### src/rtl/axis_read_cfg_seq_if.sv
// Command handshake and config-bus bundle
// shared by axis_read_cfg_seq and its users.
interface axis_read_cfg_seq_if #(
  parameter int CFG_AWIDTH = 5,
  parameter int CFG_DWIDTH = 32
);
  logic [CFG_DWIDTH-1:0] cmd_id;
  logic [CFG_DWIDTH-1:0] cmd_address;
  logic [CFG_DWIDTH-1:0] cmd_length;
  logic                  cmd_valid;
  logic                  cmd_ready;
  logic [CFG_AWIDTH-1:0] cfg_addr;
  logic [CFG_DWIDTH-1:0] cfg_data;
  logic                  cfg_valid;

  modport master (
    output cmd_id, cmd_address, cmd_length,
    output cmd_valid,
    input  cmd_ready,
    input  cfg_addr, cfg_data, cfg_valid
  );

  modport slave (
    input  cmd_id, cmd_address, cmd_length,
    input  cmd_valid,
    output cmd_ready,
    output cfg_addr, cfg_data, cfg_valid
  );
endinterface

### src/rtl/axis_read_cfg_seq.sv
// Queues stream read commands and replays each
// as three config-bus writes followed by a gap.
module axis_read_cfg_seq #(
  parameter int CFG_AWIDTH = 5,
  parameter int CFG_DWIDTH = 32,
  parameter int CFG_ADDR   = 23,
  parameter int CFG_DATA   = 24,
  parameter int CMD_AWIDTH = 2,
  parameter int GAP_CYCLES = 4
) (
  input  logic                clk,
  input  logic                rst,
  axis_read_cfg_seq_if.slave  bus,
  output logic                busy,
  output logic [CMD_AWIDTH:0] queued,
  output logic                dropped
);
  localparam int DEPTH = 1 << CMD_AWIDTH;
  localparam int CW    = CMD_AWIDTH + 1;

  typedef struct packed {
    logic [CFG_DWIDTH-1:0] id;
    logic [CFG_DWIDTH-1:0] address;
    logic [CFG_DWIDTH-1:0] length;
  } cmd_t;

  typedef enum logic [4:0] {
    IDLE = 5'b00001,
    SEL  = 5'b00010,
    ADDR = 5'b00100,
    LEN  = 5'b01000,
    GAP  = 5'b10000
  } state_t;

  state_t                state, state_nxt;
  cmd_t                  mem [DEPTH];
  cmd_t                  head, cmd_q, cmd_nxt;
  logic [CMD_AWIDTH-1:0] wr_ptr, rd_ptr;
  logic [CW-1:0]         count, count_nxt;
  logic                  push, pop, ready_q;
  logic [7:0]            gap_cnt, gap_nxt;
  logic                  v_q, v_nxt;
  logic [CFG_AWIDTH-1:0] a_q, a_nxt;
  logic [CFG_DWIDTH-1:0] d_q, d_nxt;
  logic                  drop_q, drop_nxt;

  assign head      = mem[rd_ptr];
  assign push      = bus.cmd_valid && ready_q;
  assign count_nxt = count + CW'(push) - CW'(pop);

  // ready is registered from the post-update count,
  // so a full queue refuses a push even during a pop
  always_ff @(posedge clk or negedge rst) begin
    if (!rst) begin
      wr_ptr  <= '0;
      rd_ptr  <= '0;
      count   <= '0;
      ready_q <= 1'b0;
      for (int i = 0; i < DEPTH; i++)
        mem[i] <= '0;
    end else begin
      if (push) begin
        mem[wr_ptr] <= cmd_t'{
          id:      bus.cmd_id,
          address: bus.cmd_address,
          length:  bus.cmd_length
        };
        wr_ptr <= wr_ptr + 1'b1;
      end
      if (pop)
        rd_ptr <= rd_ptr + 1'b1;
      count   <= count_nxt;
      ready_q <= (count_nxt < CW'(DEPTH));
    end
  end

  // bus registers load the word of the state
  // being entered, so words line up with states
  always_comb begin
    state_nxt = state;
    cmd_nxt   = cmd_q;
    gap_nxt   = gap_cnt;
    pop       = 1'b0;
    drop_nxt  = 1'b0;
    v_nxt     = 1'b0;
    a_nxt     = '0;
    d_nxt     = '0;
    unique case (1'b1)
      state[0]: begin
        if (count != '0) begin
          pop = 1'b1;
          if (head.length == '0) begin
            drop_nxt = 1'b1;
          end else begin
            state_nxt = SEL;
            cmd_nxt   = head;
            v_nxt     = 1'b1;
            a_nxt     = CFG_AWIDTH'(CFG_ADDR);
            d_nxt     = head.id;
          end
        end
      end
      state[1]: begin
        state_nxt = ADDR;
        v_nxt     = 1'b1;
        a_nxt     = CFG_AWIDTH'(CFG_DATA);
        d_nxt     = cmd_q.address;
      end
      state[2]: begin
        state_nxt = LEN;
        v_nxt     = 1'b1;
        a_nxt     = CFG_AWIDTH'(CFG_DATA);
        d_nxt     = cmd_q.length;
      end
      state[3]: begin
        state_nxt = GAP;
        gap_nxt   = 8'(GAP_CYCLES);
      end
      state[4]: begin
        if (gap_cnt <= 8'd1)
          state_nxt = IDLE;
        else
          gap_nxt = gap_cnt - 8'd1;
      end
      default: state_nxt = IDLE;
    endcase
  end

  always_ff @(posedge clk or negedge rst) begin
    if (!rst) begin
      state   <= IDLE;
      cmd_q   <= '0;
      gap_cnt <= '0;
      v_q     <= 1'b0;
      a_q     <= '0;
      d_q     <= '0;
      drop_q  <= 1'b0;
    end else begin
      state   <= state_nxt;
      cmd_q   <= cmd_nxt;
      gap_cnt <= gap_nxt;
      v_q     <= v_nxt;
      a_q     <= a_nxt;
      d_q     <= d_nxt;
      drop_q  <= drop_nxt;
    end
  end

  assign bus.cmd_ready = ready_q;
  assign bus.cfg_valid = v_q;
  assign bus.cfg_addr  = a_q;
  assign bus.cfg_data  = d_q;
  assign busy          = (state != IDLE);
  assign queued        = count;
  assign dropped       = drop_q;
endmodule

### src/flat_wrapper.sv
// flat-port wrapper written by rule: the top's interface ports become plain ports
module axis_read_cfg_seq_flat 
#(
  parameter int CFG_AWIDTH = 5,
  parameter int CFG_DWIDTH = 32,
  parameter int CFG_ADDR   = 23,
  parameter int CFG_DATA   = 24,
  parameter int CMD_AWIDTH = 2,
  parameter int GAP_CYCLES = 4
)
  (clk, rst, busy, queued, dropped, bus_cmd_id, bus_cmd_address, bus_cmd_length, bus_cmd_valid, bus_cmd_ready, bus_cfg_addr, bus_cfg_data, bus_cfg_valid);
  axis_read_cfg_seq_if #(.CFG_AWIDTH(CFG_AWIDTH), .CFG_DWIDTH(CFG_DWIDTH)) bus_i ();
  input  logic clk;
  input  logic rst;
  output logic busy;
  output logic [CMD_AWIDTH:0] queued;
  output logic dropped;
  input wire logic [$bits(bus_i.cmd_id)-1:0] bus_cmd_id;
  input wire logic [$bits(bus_i.cmd_address)-1:0] bus_cmd_address;
  input wire logic [$bits(bus_i.cmd_length)-1:0] bus_cmd_length;
  input wire logic [$bits(bus_i.cmd_valid)-1:0] bus_cmd_valid;
  output wire logic [$bits(bus_i.cmd_ready)-1:0] bus_cmd_ready;
  output wire logic [$bits(bus_i.cfg_addr)-1:0] bus_cfg_addr;
  output wire logic [$bits(bus_i.cfg_data)-1:0] bus_cfg_data;
  output wire logic [$bits(bus_i.cfg_valid)-1:0] bus_cfg_valid;
  assign bus_i.cmd_id = bus_cmd_id;
  assign bus_i.cmd_address = bus_cmd_address;
  assign bus_i.cmd_length = bus_cmd_length;
  assign bus_i.cmd_valid = bus_cmd_valid;
  assign bus_cmd_ready = bus_i.cmd_ready;
  assign bus_cfg_addr = bus_i.cfg_addr;
  assign bus_cfg_data = bus_i.cfg_data;
  assign bus_cfg_valid = bus_i.cfg_valid;
  axis_read_cfg_seq #(.CFG_AWIDTH(CFG_AWIDTH), .CFG_DWIDTH(CFG_DWIDTH), .CFG_ADDR(CFG_ADDR), .CFG_DATA(CFG_DATA), .CMD_AWIDTH(CMD_AWIDTH), .GAP_CYCLES(GAP_CYCLES)) u_core (.clk(clk), .rst(rst), .bus(bus_i), .busy(busy), .queued(queued), .dropped(dropped));
endmodule
### config.mk
export PLATFORM = sky130hd
export DESIGN_NAME = axis_read_cfg_seq_flat
export DESIGN_NICKNAME = d
export VERILOG_FILES = /design/src/rtl/axis_read_cfg_seq_if.sv /design/src/rtl/axis_read_cfg_seq.sv /design/src/flat_wrapper.sv
export SDC_FILE = /design/constraint.sdc
export NUM_CORES = 1
export LEC_CHECK = 0
export CAP_MARGIN = 20
export CORE_MARGIN = 2
export CORE_UTILIZATION = 40
export DETAILED_ROUTE_END_ITERATION = 6
export SYNTH_ARGS = -nofsm -noshare
export SYNTH_HDL_FRONTEND = slang
export SYNTH_SLANG_ARGS = --single-unit
### constraint.sdc
create_clock -name clk -period 6.86 [get_ports clk]
set_clock_uncertainty 0.1 [all_clocks]
set_input_delay 1.029 -clock clk [delete_from_list [all_inputs] [get_ports clk]]
set_output_delay 1.029 -clock clk [all_outputs]
set_load 0.01 [all_outputs]
[After elaboration in Yosys (flattened, before gate mapping)]
Cells that the tools add are included.
Operators by class
  add/sub/neg operators: 5
  order comparisons: 5
  eq/ne operators: 2
  muxes and demuxes: 26
  bitwise logic cells: 3
  reductions and logical operators: 8
Operators with widths (number)
  384-bit bitwise mux: 1
  96-bit two-way mux: 3
  96-bit binary-select mux with 2-bit select: 1
  96-bit demux with 2-bit select: 1
  32-bit case mux with 3 select lines: 1
  32-bit two-way mux: 2
  32-bit logical NOT: 1
  5-bit case mux with 5 select lines: 1
  5-bit two-way mux: 4
  8-bit case mux with 2 select lines: 1
  5-bit case mux with 2 select lines: 1
  8-bit by 1-bit less-or-equal comparator with 1-bit output, second input constant: 1
  8-bit two-way mux: 1
  8-bit by 1-bit subtractor with 8-bit output, second input constant: 1
  1-bit two-way mux: 7
  3-bit greater-or-equal comparator, second input constant: 2
  2-bit inverter with 3-bit output: 2
  5-bit by 1-bit inequality test with 1-bit output, second input constant: 1
  2-bit by 1-bit adder with 2-bit output, second input constant: 2
  3-bit by 1-bit adder with 3-bit output: 1
  3-bit by 1-bit < comparator with 1-bit output, second input constant: 1
  3-bit < comparator, second input constant: 1
  3-bit AND reduction: 1
  3-bit nonzero test: 1
  9 further kinds: 10
Word-level totals
  register bits after elaboration: 508
  input port bits: 99
  output and inout port bits: 44
  logic and storage cells: 73

[Logic depth before layout (Yosys ltp)]
  word-level depth: 8
  depth in mapped cells: 10
  gate-level depth less buffers: 9

[Least setup slack after synthesis]
Ideal clock, no wire load.
  path type: reg-to-reg
  from: reg u_core.rd_ptr[1]
  to: reg u_core.cmd_q[0] (netlist bit)
  setup time: 0.125 ns
  data arrival time: 2.602 ns
  data required time: 6.635 ns
  setup slack: 4.033 ns
  cell stages (with the launch flop): 11
  buffers on the path: 4
  clock period less this slack: 2.827 ns
  path through: dfrtp_1 > clkbuf_1 > clkbuf_1 > mux4_2 > nor4_1 > nand4_1 > o21ai_2 > inv_2 > buf_4 > buf_6 > mux2_4
Between the ends
  cells in the longest elaborated chain, start to end: 7
Ends and longest elaborated chain
  start: declaration: line axis_read_cfg_seq.sv:38  | logic [CMD_AWIDTH-1:0] wr_ptr, rd_ptr;
  start signal: assignment: line axis_read_cfg_seq.sv:71  | rd_ptr <= rd_ptr + 1'b1;
  2-bit inverter with 3-bit output (implied by the code) *: line axis_read_cfg_seq.sv:47  | assign head = mem[rd_ptr];
  96-bit binary-select mux with 2-bit select *: line axis_read_cfg_seq.sv:47
  96-bit two-way mux (implied by the code) * (2 in a row): line axis_read_cfg_seq.sv:47
  32-bit logical NOT: line axis_read_cfg_seq.sv:92  | if (head.length == '0) begin
  1-bit inverter (no source line)
  3-bit AND reduction (no source line)
  end signal: assignment: line axis_read_cfg_seq.sv:140  | cmd_q <= cmd_nxt;
  end: declaration: line axis_read_cfg_seq.sv:37  | cmd_t head, cmd_q, cmd_nxt;
Every way passes the cells marked *; elsewhere a longest branch is shown, timed or not. The select of a mux whose other input is x is not followed.
A chain may end at the register's enable or synchronous reset.

[Worst setup path in the final report]
  from: reg u_core.rd_ptr[0]
  to: reg u_core.cmd_q[12] (netlist bit)
The elaborated chain is that of the path after synthesis.

==> parameters.txt <==
Parameter                              Value

Worst setup path
  Worst reg2reg setup slack ... 2.87 ns
  Peak fanout along the critical path ... 56
  Required time at the worst-slack endpoint ... 7.23 ns
  Nature of the critical path endpoint ... register
  Startpoint class of the critical path ... register
  Highest-delay cell along the critical path ... dfrtp_4
  Slowest Stage Delay on Critical Path ... 0.72 ns
  Critical path data arrival time ... 4.36 ns
  Critical Setup Path Class ... register to register
  Launch instance of the worst register-to-register path ... u_core.rd_ptr[0]
  Worst path cell trace ... buf_16, mux4_2, nor4_1, nand4_1, o21ai_4, clkinv_2, buf_12, mux2_4
  Critical path origin ... u_core.rd_ptr[0]

Timing
  Actual slew at the worst max-slew pin ... 1.03 ns
  Clock period minus final worst setup slack ... 3.99 ns
  Achievable frequency ... 251 MHz
  RSZ-0062 raised after global routing ... no
  Final-layout setup total negative slack ... 0 ns
  Number of hold-slack violations in the final timing report ... 0
  Post-route clock period utilization ... 58.2%
  Number of max-slew violations in the final report ... 0
  Rel. slew slack ... 31.2%
  Setup violators final ... 0

Clocking
  TritonCTS clock tree ... built
  CTS Root Buffer Type ... clkbuf_16
  Cts hold-fix bufs ... 0
  Clock transition time at the flip-flop clock pins of the worst setup and hold paths ... 0.06 ns
  Clock sink total ... 505
  Clk_lat worst skew ... 0.59 ns
  Clock buffer count from CTS ... 54
  Post-CTS repair timing setup buffer count ... 0
  Resized Gates After CTS ... 0
  Max Root-Sink Buffers ... 3
  Number of H-tree levels ... 2

Power and ir drop
  PD cells ... 517 nW/um^2
  Power share of the sequential group ... 41.4%
  Net switching share of the total power ... 30.3%
  IR drop worst, VDD ... 0.209 mV
  Leakage ... 11.0 nW
  Gate power share ... 35.5%
  Clk pwr share ... 23.1%
  Int Pwr ... 9.20 mW
  Sw power ... 3.99 mW

Floorplanning
  Die area ... 55,600 sq um
  X dimension of the die ... 236 microns
  Core Box Area ... 52,900 sq um
  Die outline height ... 236 microns
  Number of top-level design ports ... 143
  Standard-cell rows ... 84
  Initial standard-cell utilization of the core ... 40.6%

Route
  Detailed router's first-iteration violation count ... 758
  Total wire length after detailed routing ... 51,200 microns
  Initial DRT Pass Iterations ... 4
  Avg WL per Cell ... 23.4 microns
  Detailed-route vias per instance ... 5.37
  Detail Route Antenna Nets ... 0
  Via count ... 11,766
  Drt drc ... 0

Logic synthesis
  Area fraction of the dominant cell type after synthesis ... 58.7%
  Warnings from Yosys ... 0
  Distinct cell type count after synthesis ... 36
  Net count of the mapped netlist ... 1,431
  Gate Count Post-Synth ... 1,323
  Largest area contributor in the netlist ... dfrtp_1
  Flip-flop and latch count after synthesis ... 505
  Async S/R FF share, synth ... 100%
  Post-synthesis instance area ... 21,500 sq um
  Post-synth EDFFs ... 0
  Post-synthesis sequential area ratio ... 58.8%
  Primary FF master, synth ... dfrtp_1
  Mean Syn Cell Area ... 16.2 sq um
  Leading post-synthesis cells by cell area ... dfrtp_1 59%, mux2_2 21%, mux4_2 10%

Placement
  GPL Wtd Cong ... 0.739
  Number of I/O port buffers ... 142
  DPL Wire Length ... 32,800 microns

Finish
  Most common library cell in the layout ignoring fill and taps ... dfrtp_1
  Layout cell share with drive strength beyond 1 ... 44.2%
  Fill cell total of the finished layout ... 4,506
  Finished Core Util ... 48.3%
  Top library cells by usage in the layout, fill and taps aside ... 502 x dfrtp_1, 408 x mux2_2, 141 x clkdlybuf4s50_1, 96 x mux4_2, 57 x clkbuf_16
  Area Overhead vs Synth ... 18.9%
  Total number of nets in the final design ... 1,565

Global routing
  Number of antenna violations at the first check in global routing ... 5
  Total global-route track usage ... 18.8%
  Total overflow reported by the global router ... 0
  Global-route wire length before repair ... 79,200 microns
  Via count of the first global-routing pass ... 12,445
  Pin count of the biggest net entering global routing ... 181

Status
  Status ... finished, final reports clean

Job
  Max-cap violations ... 0

Min path
  Kind of path behind the tightest hold check ... primary input to asynchronous set/reset pin
## cells in the mapped netlist (2+ instances only)
library cell  instances
buf_6                 7
buf_1                29
nand2b_1              4
dfrtp_1             504
nand4_1               2
buf_4                 4
inv_1                44
mux2_4               40
o31ai_1               3
mux2_2              408
nor3_1                4
xnor2_1               5
o21ai_0              46
nor4_1                8
a22oi_1              32
buf_2                 5
nand2_1              10
ha_1                  8
nor2_1                7
or3_1                 2
mux4_2               96
clkbuf_1             41
## layer usage
layer	global-route usage [%]	vias up	part of all wire [%]
met2	29.2	187	47
met1	27.2	6358	48
li1	-	5148	-
met3	3.41	69	3.7
met4	5.04	4	2.0
met5	0	-	0.057
## cell families after synthesis
kind of cell,share of synthesized area [%]
mux,34.3
simple gates,1.04
flops,58.8
buf+inv,2.63
compound gates,2.46
fa+ha+maj,0.559
xor+xnor,0.204
## final timing paths
path | depth (start not counted) | endpoint
setup / recovery | 8 | u_core.cmd_q[12]
min in group clk | 1 | u_core.mem[141]
hold / removal | 1 | u_core.mem[326]
setup reg to reg | 8 | u_core.cmd_q[12]
hold reg to reg | 1 | u_core.mem[141]
max in group asynchronous | 2 | u_core.state[2]
## state kept, by name, indices dropped and copies added, names as in the netlist
signal / flops
u_core.bus.cfg_addr: 3
u_core.gap_cnt: 8
u_core.dropped: 1
u_core.bus.cfg_data: 32
u_core.mem: 384
u_core.cmd_q: 64
u_core.state: 5
u_core.queued: 3
u_core.bus.cmd_ready: 1
u_core.wr_ptr: 2
u_core.rd_ptr: 2
## area by class of cell
class / count / area (sq um) / area share, %
multi-input cells: 687 / 8310 / 32.5
repair buffers: 164 / 1650 / 6.46
flip-flops and latches: 505 / 12600 / 49.5
inverters: 45 / 170 / 0.666
clock inverters: 11 / 165 / 0.647
diodes: 2 / 5.00 / 0.0196
clock buffers: 89 / 1730 / 6.76
well taps: 688 / 861 / 3.37
## critical path: cells and delay by family (launching register included)
kind	cells	cell delay (ns)
AO/OA/AOI/OAI	1	0.26
buffers and inverters	3	0.89
flip-flops	1	0.72
multiplexers	2	0.91
AND/OR/NAND/NOR	2	0.87
## power by group through the flow
| stage | Sequential (mW) | Combinational (mW) | Clock, mW |
|---|---|---|---|
| floorplan | 5.04 | 3.65 | 0 |
| global placement | 5.52 | 4.55 | 0 |
| detailed placement | 5.50 | 4.75 | 0 |
| CTS | 5.46 | 4.76 | 3.13 |
| global route | 5.63 | 5.07 | 3.24 |
| finish | 5.46 | 4.68 | 3.05 |
## through the flow
| stage | power, mW | cell area, sq um | hold WS (ns) | worst slack, ns | std cells |
|---|---|---|---|---|---|
| CTS | 13.4 | 25500 | 0.401 | 2.82 | 2189 |
| floorplan | 8.69 | 21500 | 0.361 | 4.03 | 1323 |
| detailed placement | 10.3 | 23600 | 0.387 | 2.86 | 2089 |
| global placement | 10.1 | 23600 | 0.382 | 2.64 | 2088 |
| finish | 13.2 | 25500 | 0.396 | 2.87 | 2191 |
| global route | 13.9 | 25500 | 0.406 | 2.66 | 2189 |
Power figures use the tool's default switching activity.
